<file path="config.mk">
export PLATFORM = sky130hd
export DESIGN_NAME = jt900h_blkmov_ctl_flat
export DESIGN_NICKNAME = d
export VERILOG_FILES = /design/src/rtl/jt900h_blkmov_if.sv /design/src/rtl/jt900h_blkmov_ctl.sv /design/src/flat_wrapper.sv
export SDC_FILE = /design/constraint.sdc
export NUM_CORES = 1
export LEC_CHECK = 0
export ABC_CLOCK_PERIOD_IN_PS = 4950
export BUFFER_PORTS_ARGS = -buffer_cell sky130_fd_sc_hd__clkbuf_2
export CORE_AREA = 8 8 116 128
export CTS_BUF_LIST = sky130_fd_sc_hd__clkbuf_2 sky130_fd_sc_hd__clkbuf_4 sky130_fd_sc_hd__clkbuf_8
export DETAILED_ROUTE_END_ITERATION = 8
export DIE_AREA = 0 0 124 136
export PLACE_DENSITY_LB_ADDON = 0.25
export SLEW_MARGIN = 30
export SYNTH_ARGS = -nofsm -noshare
export SYNTH_HDL_FRONTEND = slang
export SYNTH_SLANG_ARGS = --single-unit
</file>
<file path="constraint.sdc">
create_clock -name clk -period 4.95 [get_ports clk]
set_input_delay 0.495 -clock clk [delete_from_list [all_inputs] [get_ports clk]]
set_output_delay 0.495 -clock clk [all_outputs]
set_load 0.01 [all_outputs]
</file>
<file path="src/rtl/jt900h_blkmov_if.sv">
// rtl/jt900h_blkmov_if.sv - memory bus handshake between the block-move sequencer and the memory interface
interface jt900h_blkmov_if #(
  parameter int AW = 24
);
  logic [AW-1:0] mem_addr;
  logic          mem_rd;
  logic          mem_wr;
  logic          mem_wsz;
  logic          mem_ack;
  logic [15:0]   mem_din;
  logic [15:0]   mem_dout;

  modport master (
    output mem_addr, mem_rd, mem_wr, mem_wsz, mem_dout,
    input  mem_ack, mem_din
  );

  modport slave (
    input  mem_addr, mem_rd, mem_wr, mem_wsz, mem_dout,
    output mem_ack, mem_din
  );
endinterface

</file>
<file path="src/rtl/jt900h_blkmov_ctl.sv">
// rtl/jt900h_blkmov_ctl.sv - LDI/LDIR/LDD/LDDR sequencer; JT900H_BLKMOV_IRQ_EN makes repeats interruptible
module jt900h_blkmov_ctl #(
  parameter int AW = 24
) (
  input  logic                  clk,
  input  logic                  rst_n,
  input  logic                  cen,
  input  logic                  start,
  input  logic                  dec,
  input  logic                  rep,
  input  logic                  wsize,
  input  logic [31:0]           src_ptr,
  input  logic [31:0]           dst_ptr,
  input  logic [15:0]           cnt,
  jt900h_blkmov_if.master       mem,
  output logic                  ptr_upd,
  output logic                  cnt_dec,
  output logic                  busy,
  output logic                  done,
  output logic                  flag_v,
  input  logic                  irq_pend,
  output logic                  suspended
);

  typedef enum logic [2:0] {
    S_IDLE,
    S_READ,
    S_WRITE,
    S_UPDATE,
    S_DONE
  } state_t;

  state_t      state, state_nx;
  logic [31:0] src_q, dst_q;
  logic [15:0] cnt_q, data_q;
  logic        dec_q, rep_q, wsz_q, flag_q;
  logic [15:0] cnt_m1;
  logic [31:0] step;
  logic        more;
  logic        irq_stop;

  assign cnt_m1 = cnt_q - 16'd1;
  assign step   = wsz_q ? 32'd2 : 32'd1;
  assign more   = rep_q && (cnt_m1 != 16'd0);

`ifdef JT900H_BLKMOV_IRQ_EN
  logic susp_q;
  // Registers are already consistent at this point, so stopping early is safe.
  assign irq_stop  = more && irq_pend;
  assign suspended = cen && (state == S_DONE) && susp_q;
`else
  logic unused_irq;
  assign unused_irq = irq_pend;
  assign irq_stop   = 1'b0;
  assign suspended  = 1'b0;
`endif

  always_comb begin
    state_nx     = state;
    mem.mem_rd   = 1'b0;
    mem.mem_wr   = 1'b0;
    mem.mem_addr = '0;
    ptr_upd      = 1'b0;
    cnt_dec      = 1'b0;
    done         = 1'b0;
    busy         = 1'b0;
    case (state)
      S_IDLE: begin
        if (start) state_nx = S_READ;
      end
      S_READ: begin
        busy         = 1'b1;
        mem.mem_rd   = 1'b1;
        mem.mem_addr = src_q[AW-1:0];
        if (mem.mem_ack) state_nx = S_WRITE;
      end
      S_WRITE: begin
        busy         = 1'b1;
        mem.mem_wr   = 1'b1;
        mem.mem_addr = dst_q[AW-1:0];
        if (mem.mem_ack) state_nx = S_UPDATE;
      end
      S_UPDATE: begin
        busy     = 1'b1;
        ptr_upd  = cen;
        cnt_dec  = cen;
        state_nx = (more && !irq_stop) ? S_READ : S_DONE;
      end
      S_DONE: begin
        done     = cen;
        state_nx = S_IDLE;
      end
      default: state_nx = S_IDLE;
    endcase
  end

  assign mem.mem_wsz  = wsz_q;
  assign mem.mem_dout = data_q;
  assign flag_v       = flag_q;

  always_ff @(posedge clk or negedge rst_n) begin
    if (!rst_n) begin
      state  <= S_IDLE;
      src_q  <= '0;
      dst_q  <= '0;
      cnt_q  <= '0;
      data_q <= '0;
      dec_q  <= 1'b0;
      rep_q  <= 1'b0;
      wsz_q  <= 1'b0;
      flag_q <= 1'b0;
`ifdef JT900H_BLKMOV_IRQ_EN
      susp_q <= 1'b0;
`endif
    end else if (cen) begin
      state <= state_nx;
      case (state)
        S_IDLE: begin
          if (start) begin
            src_q <= src_ptr;
            dst_q <= dst_ptr;
            cnt_q <= cnt;
            dec_q <= dec;
            rep_q <= rep;
            wsz_q <= wsize;
`ifdef JT900H_BLKMOV_IRQ_EN
            susp_q <= 1'b0;
`endif
          end
        end
        S_READ: begin
          if (mem.mem_ack) data_q <= wsz_q ? mem.mem_din : {8'h00, mem.mem_din[7:0]};
        end
        S_UPDATE: begin
          src_q  <= dec_q ? src_q - step : src_q + step;
          dst_q  <= dec_q ? dst_q - step : dst_q + step;
          cnt_q  <= cnt_m1;
          flag_q <= (cnt_m1 != 16'd0);
`ifdef JT900H_BLKMOV_IRQ_EN
          susp_q <= irq_stop;
`endif
        end
        default: ;
      endcase
    end
  end

endmodule

</file>
<file path="src/flat_wrapper.sv">
// flat-port wrapper written by rule: the top's interface ports become plain ports
module jt900h_blkmov_ctl_flat 
#(
  parameter int AW = 24
)
  (clk, rst_n, cen, start, dec, rep, wsize, src_ptr, dst_ptr, cnt, ptr_upd, cnt_dec, busy, done, flag_v, irq_pend, suspended, mem_mem_addr, mem_mem_rd, mem_mem_wr, mem_mem_wsz, mem_mem_dout, mem_mem_ack, mem_mem_din);
  jt900h_blkmov_if #(.AW(AW)) mem_i ();
  input  logic clk;
  input  logic rst_n;
  input  logic cen;
  input  logic start;
  input  logic dec;
  input  logic rep;
  input  logic wsize;
  input  logic [31:0] src_ptr;
  input  logic [31:0] dst_ptr;
  input  logic [15:0] cnt;
  output logic ptr_upd;
  output logic cnt_dec;
  output logic busy;
  output logic done;
  output logic flag_v;
  input  logic irq_pend;
  output logic suspended;
  output wire logic [$bits(mem_i.mem_addr)-1:0] mem_mem_addr;
  output wire logic [$bits(mem_i.mem_rd)-1:0] mem_mem_rd;
  output wire logic [$bits(mem_i.mem_wr)-1:0] mem_mem_wr;
  output wire logic [$bits(mem_i.mem_wsz)-1:0] mem_mem_wsz;
  output wire logic [$bits(mem_i.mem_dout)-1:0] mem_mem_dout;
  input wire logic [$bits(mem_i.mem_ack)-1:0] mem_mem_ack;
  input wire logic [$bits(mem_i.mem_din)-1:0] mem_mem_din;
  assign mem_mem_addr = mem_i.mem_addr;
  assign mem_mem_rd = mem_i.mem_rd;
  assign mem_mem_wr = mem_i.mem_wr;
  assign mem_mem_wsz = mem_i.mem_wsz;
  assign mem_mem_dout = mem_i.mem_dout;
  assign mem_i.mem_ack = mem_mem_ack;
  assign mem_i.mem_din = mem_mem_din;
  jt900h_blkmov_ctl #(.AW(AW)) u_core (.clk(clk), .rst_n(rst_n), .cen(cen), .start(start), .dec(dec), .rep(rep), .wsize(wsize), .src_ptr(src_ptr), .dst_ptr(dst_ptr), .cnt(cnt), .mem(mem_i), .ptr_upd(ptr_upd), .cnt_dec(cnt_dec), .busy(busy), .done(done), .flag_v(flag_v), .irq_pend(irq_pend), .suspended(suspended));
endmodule
</file>
# Yosys cells after proc, flatten, opt, wreduce, memory -nomap -nowiden

Cells that the tools add are included.

Memories kept: 0
Latch bits: 0
Memory bits (writable): 0
Memory bits (read-only): 0
Flip-flop bits (word level): 103

Shift-type cells: 0
Reduce and logical (&&, ||, !) cells: 10
Order comparisons: 0
Div/mod/pow operators: 0
Add/subtract/negate cells: 5
Equality and inequality tests: 7
Multiply operators: 0
Muxes and demuxes: 21
Bitwise logic cells: 0

Operators by type and width:

| operator                                           | count |
|---|---|
| 2-to-1 mux 32 bit                                  | 4 |
| case mux 32 bit (2 select lines)                   | 2 |
| adder 32 bit                                       | 2 |
| subtractor 32 bit                                  | 2 |
| case mux 24 bit (2 select lines)                   | 1 |
| 2-to-1 mux 16 bit                                  | 2 |
| case mux 16 bit (2 select lines)                   | 1 |
| nonzero test 16 bit                                | 1 |
| subtractor 16 x 1 -> 16 bit, second input constant | 1 |
| 2-to-1 mux 3 bit                                   | 4 |
| case mux 3 bit (4 select lines)                    | 1 |
| AND reduction 3 bit                                | 3 |
| == test 3 x 2 -> 1 bit, second input constant      | 2 |
| != test 2 bit, second input constant               | 3 |
| 2-to-1 mux 1 bit                                   | 5 |
| AND reduction 4 bit                                | 1 |
| == test 3 x 1 -> 1 bit, second input constant      | 1 |
| == test 3 bit, second input constant               | 1 |
| logical NOT 3 bit                                  | 1 |
| OR reduction 3 bit                                 | 1 |
| 2-to-1 mux 2 bit                                   | 1 |
| AND reduction 2 bit                                | 1 |
| nonzero test 2 bit                                 | 1 |
| logical AND 1 bit                                  | 1 |

# Logic depth before layout (Yosys ltp)

Depth in word-level cells: 5
Gate-level depth with buffers: 11
Gate-level depth less buffers: 11

# Worst setup path after synthesis

OpenSTA, ideal clock, no wires.

Path type: register -> register
From: reg u_core.dec_q
To: reg u_core.dst_q[22]
Data arrival time: 3368 ps
Cell stages (with the launch flop): 12
Setup slack: 1448 ps
Period minus slack after synthesis: 3502 ps
Data required time: 4816 ps
Library setup time: 134 ps
Cell sequence: dfrtp_1 > inv_1 > nor2_1 > inv_1 > fa_1 > nor2b_1 > o31a_1 > o31a_1 > a311oi_1 > a211oi_1 > xnor2_1 > o22ai_1

Cells in the longest elaborated chain, start to end: 2

Ends and longest elaborated chain:

| element                          | line                     | source |
|---|---|---|
| start: declaration               | jt900h_blkmov_ctl.sv:36  | `logic dec_q, rep_q, wsz_q, flag_q;` |
| start signal: assignment         | jt900h_blkmov_ctl.sv:108 | `dec_q <= 1'b0;` |
| start signal: assignment         | jt900h_blkmov_ctl.sv:123 | `dec_q <= dec;` |
| 2-to-1 mux 32 bit                | jt900h_blkmov_ctl.sv:136 | `dst_q <= dec_q ? dst_q - step : dst_q + step;` |
| case mux 32 bit (2 select lines) | jt900h_blkmov_ctl.sv:117 | `case (state)` |
| end signal: assignment           | jt900h_blkmov_ctl.sv:121 | `dst_q <= dst_ptr;` |
| end signal: assignment           | jt900h_blkmov_ctl.sv:136 |  |
| end: declaration                 | jt900h_blkmov_ctl.sv:34  | `logic [31:0] src_q, dst_q;` |

Every way passes these cells.
A chain may end at the register's enable or synchronous reset.

# Worst setup path in the final report

From: reg u_core.state[0]
To: out ptr_upd

Cells in the longest elaborated chain, start to end: 2

Ends and longest elaborated chain:

| element                  | line                     | source |
|---|---|---|
| start: declaration       | jt900h_blkmov_ctl.sv:33  | `state_t state, state_nx;` |
| start signal: assignment | jt900h_blkmov_ctl.sv:116 | `state <= state_nx;` |
| == test 3 x 2 -> 1 bit   | jt900h_blkmov_ctl.sv:67  | `case (state)` |
| 2-to-1 mux 1 bit         | jt900h_blkmov_ctl.sv:67  |  |
| end: declaration         | flat_wrapper.sv:18       | `output logic ptr_upd;` |

Every way passes these cells.

==> run metrics <==
Worst Path Max Fanout 38; DRC violations left 0; Post-CTS Setup Bufs 0; crit path DAT around 3200 ps; crit path buf inv count 3; CTS tree built; final net count roughly 1.1k; # IOs ~150; Power Total between 6 and 7 mW; Finished Core Util between 60% and 70%; Reg clk slew, reported paths 110 ps; Pleak 3.670 nW; H-tree depth 3; grt ovf 0; final setup TNS 0 ps; minimum clock period about 3700 ps; Final Non-Filler Cells ~1.2k; adder-cell area share of the yosys netlist 9.083%; Row Count 44; Pwr Density slightly below 800 nW/um^2; mapped cell area around 7000 um^2; sequential area share after synthesis 30.87%; Post-Synth Simple-Gate Area between 20% and 30%; Max Cap Viol 0; mux share of post-synthesis cell area under 10%; Crit Path Class reg -> out; setup violators final 0; Vias about 7k; Synth Area in Compound Gates between 20% and 30%; die width 124 um; WP data required approximately 4500 ps; PortBufs roughly 140; status finished, final reports clean; DRT Wirelength between 20000 and 25000 um; crit start category flop; hold crit path type in -> reg; layout cells sized above 1 18.63%; Setup WS pre-CTS ~1500 ps; CP top delay family buffers and inverters; DR WL/cell approximately 18 um; DP HPWL approximately 15000 um; flops & latches, synth 87; number of enable flip-flop cells after synthesis 0; CTS resizes 0; fraction of registers with async set/reset 100.0%; number of vias per cell 6.139; core area 12880 um^2; XOR/XNOR share of the synthesized area 3.974%; Root Driver clkbuf_8; area grow syn2layout 12.45%; vias in the first global route ~6.6k; final worst-path setup slack about 1300 ps; CTS max path bufs 2; slowest cell on the critical path nand2_1; top cells by area, synth dfrtp_1, ha_1, a21oi_1; Skew-Pair Late Insertion Delay between 300 and 400 ps; syn_area_per_cell a little under 8 um^2; Slew headroom between 30% and 40%; CP peak stage delay 670 ps; final worst-path cycle share 73.90%; cts hold-fix bufs 1; Yosys warnings 0; Antenna Cells 0; Clock Sinks 87; cell chain of the critical path nand2_1 > nor2_2 > buf_4 > nand2_1 > inv_1 > clkbuf_2; Worst Skew about 11 ps; Worst Setup End Kind primary output; largest net degree at the start of global routing 72; die span in y ~140 um; CTS Buf Count 9; Syn Inst Count 894; placed cells approximately 1.1k; ANT nets after route 0; Slew @ Worst Pin 961.4 ps; DR pass1 iterations 5; Unique masters post-synth 73; initial antenna violation count 0; post-synth top area cell dfrtp_1; GPL Wtd Cong approximately 0.91; first-pass GRT wire length ~33000 um; Die ar. about 17000 um^2; RSZ-0062 raised after global routing false; FMAX about 0.27 GHz; Critical Path Most Common Cell nand2_1; area share of the largest cell type after synthesis 30.87%; total global-route track usage roughly a quarter; Peak VDD IR ~0.00044 V; Most used DFF post-synth dfrtp_1; syn nets approximately 1.0k; final hold violations 0; detailed router's first-iteration violation count roughly 570; Starting Density roughly 55%; max-slew violations 0; largest family of logic cells by synthesized area compound AO/OA/AOI/OAI gates
## synthesized netlist by cell type, types with 6 or more instances
cell / count
nor3_1: 23
ha_1: 48
nor2b_1: 8
a22o_1: 25
or3_1: 6
a21o_1: 9
nand4_1: 11
or2_2: 6
a22oi_1: 8
xnor2_1: 19
nor2_1: 56
o22ai_1: 12
a211oi_1: 16
nand3_1: 40
and3_1: 14
a21oi_1: 96
clkbuf_1: 46
o31a_1: 6
a31oi_1: 13
nor4_1: 6
xor2_1: 13
nand2_1: 124
dfrtp_1: 87
inv_1: 21
o21a_1: 9
o21ai_0: 80
## layer usage
metal	GRT usage, %	up-vias	part of all wire, %
li1	-	3486	-
met1	33.09	3333	45
met2	37.81	238	47
met3	4.113	27	7.0
met4	8.140	0	1.8
met5	0	-	0
## flip-flops by register name, indices dropped and copies added (netlist names)
name                 flops
u_core.src_q            24
u_core.rep_q             1
u_core.flag_v            1
u_core.dec_q             1
u_core.state             3
u_core.mem.mem_wsz       1
u_core.cnt_q            16
u_core.dst_q            24
u_core.mem.mem_dout     16
## logic make-up (layout without fill, tap and decap cells)
logic type	after synthesis	in the layout
DFF	87	87
AOI/OAI and AO/OA	318	318
and+or+nand+nor	317	317
other	1	1
buffers and inverters	82	181
muxes	7	7
xor gates and xnor gates	32	32
adders and majority gates	50	50
## per-stage QoR
| step | instance area [um^2] | hold slack (ps) |
|---|---|---|
| floorplan | 7053 | 199.4 |
| global placement | 7724 | 381.9 |
| detailed placement | 7725 | 387.4 |
| CTS | 7928 | 282.1 |
| global route | 7931 | 288.1 |
| finish | 7931 | 291.5 |
## cell usage in the layout (no fill, tap or decap), types with 8 or more instances in the layout
master	n
nand3_1	39
nor2b_1	8
clkbuf_8	9
inv_1	21
o22ai_1	12
clkbuf_2	134
nand2_1	124
buf_4	8
and3_1	13
nand4_1	11
dfrtp_1	87
a211oi_1	16
a22o_1	25
a21oi_1	96
a22oi_1	8
xor2_1	13
nor3_1	22
xnor2_1	19
o21ai_0	80
a21o_1	9
ha_1	48
o21a_1	9
a31oi_1	13
nor2_1	55
## worst min-delay path: cells and delay by family
| family | cells | cell delay [ps] |
|---|---|---|
| buf+inv | 1 | 80 |
| simple gates | 2 | 90 |
## cell type report
type | count | area, um^2
well taps | 161 | 201.4
inverters | 21 | 78.83
multi-input cells | 725 | 4529
clock buffers | 9 | 123.9
repair buffers | 144 | 752.0
fillers | 1242 | 4951
clock inverters | 7 | 68.82
flip-flops and latches | 87 | 2177
## power by group
part | switching, mW | internal, mW | total [mW]
combinational | 2.50 | 1.68 | 4.18
clock | 0.319 | 0.199 | 0.518
sequential | 0.361 | 1.03 | 1.39
## path summary, 6_finish.rpt
path | end | cells after the start | startpoint | slack, ps
worst max-delay path | ptr_upd | 6 | u_core.state[0] | 1290
worst min-delay path | u_core.mem.mem_dout[7] | 3 | mem_mem_din[7] | 290
worst max register to register | u_core.src_q[16] | 12 | u_core.dec_q | 1420
worst min register to register | u_core.mem.mem_dout[8] | 2 | u_core.mem.mem_dout[8] | 480
max in group asynchronous | u_core.src_q[11] | 3 | rst_n | 3510
min in group asynchronous | u_core.dst_q[19] | 2 | rst_n | 510
(Power assumes the default switching activity.)
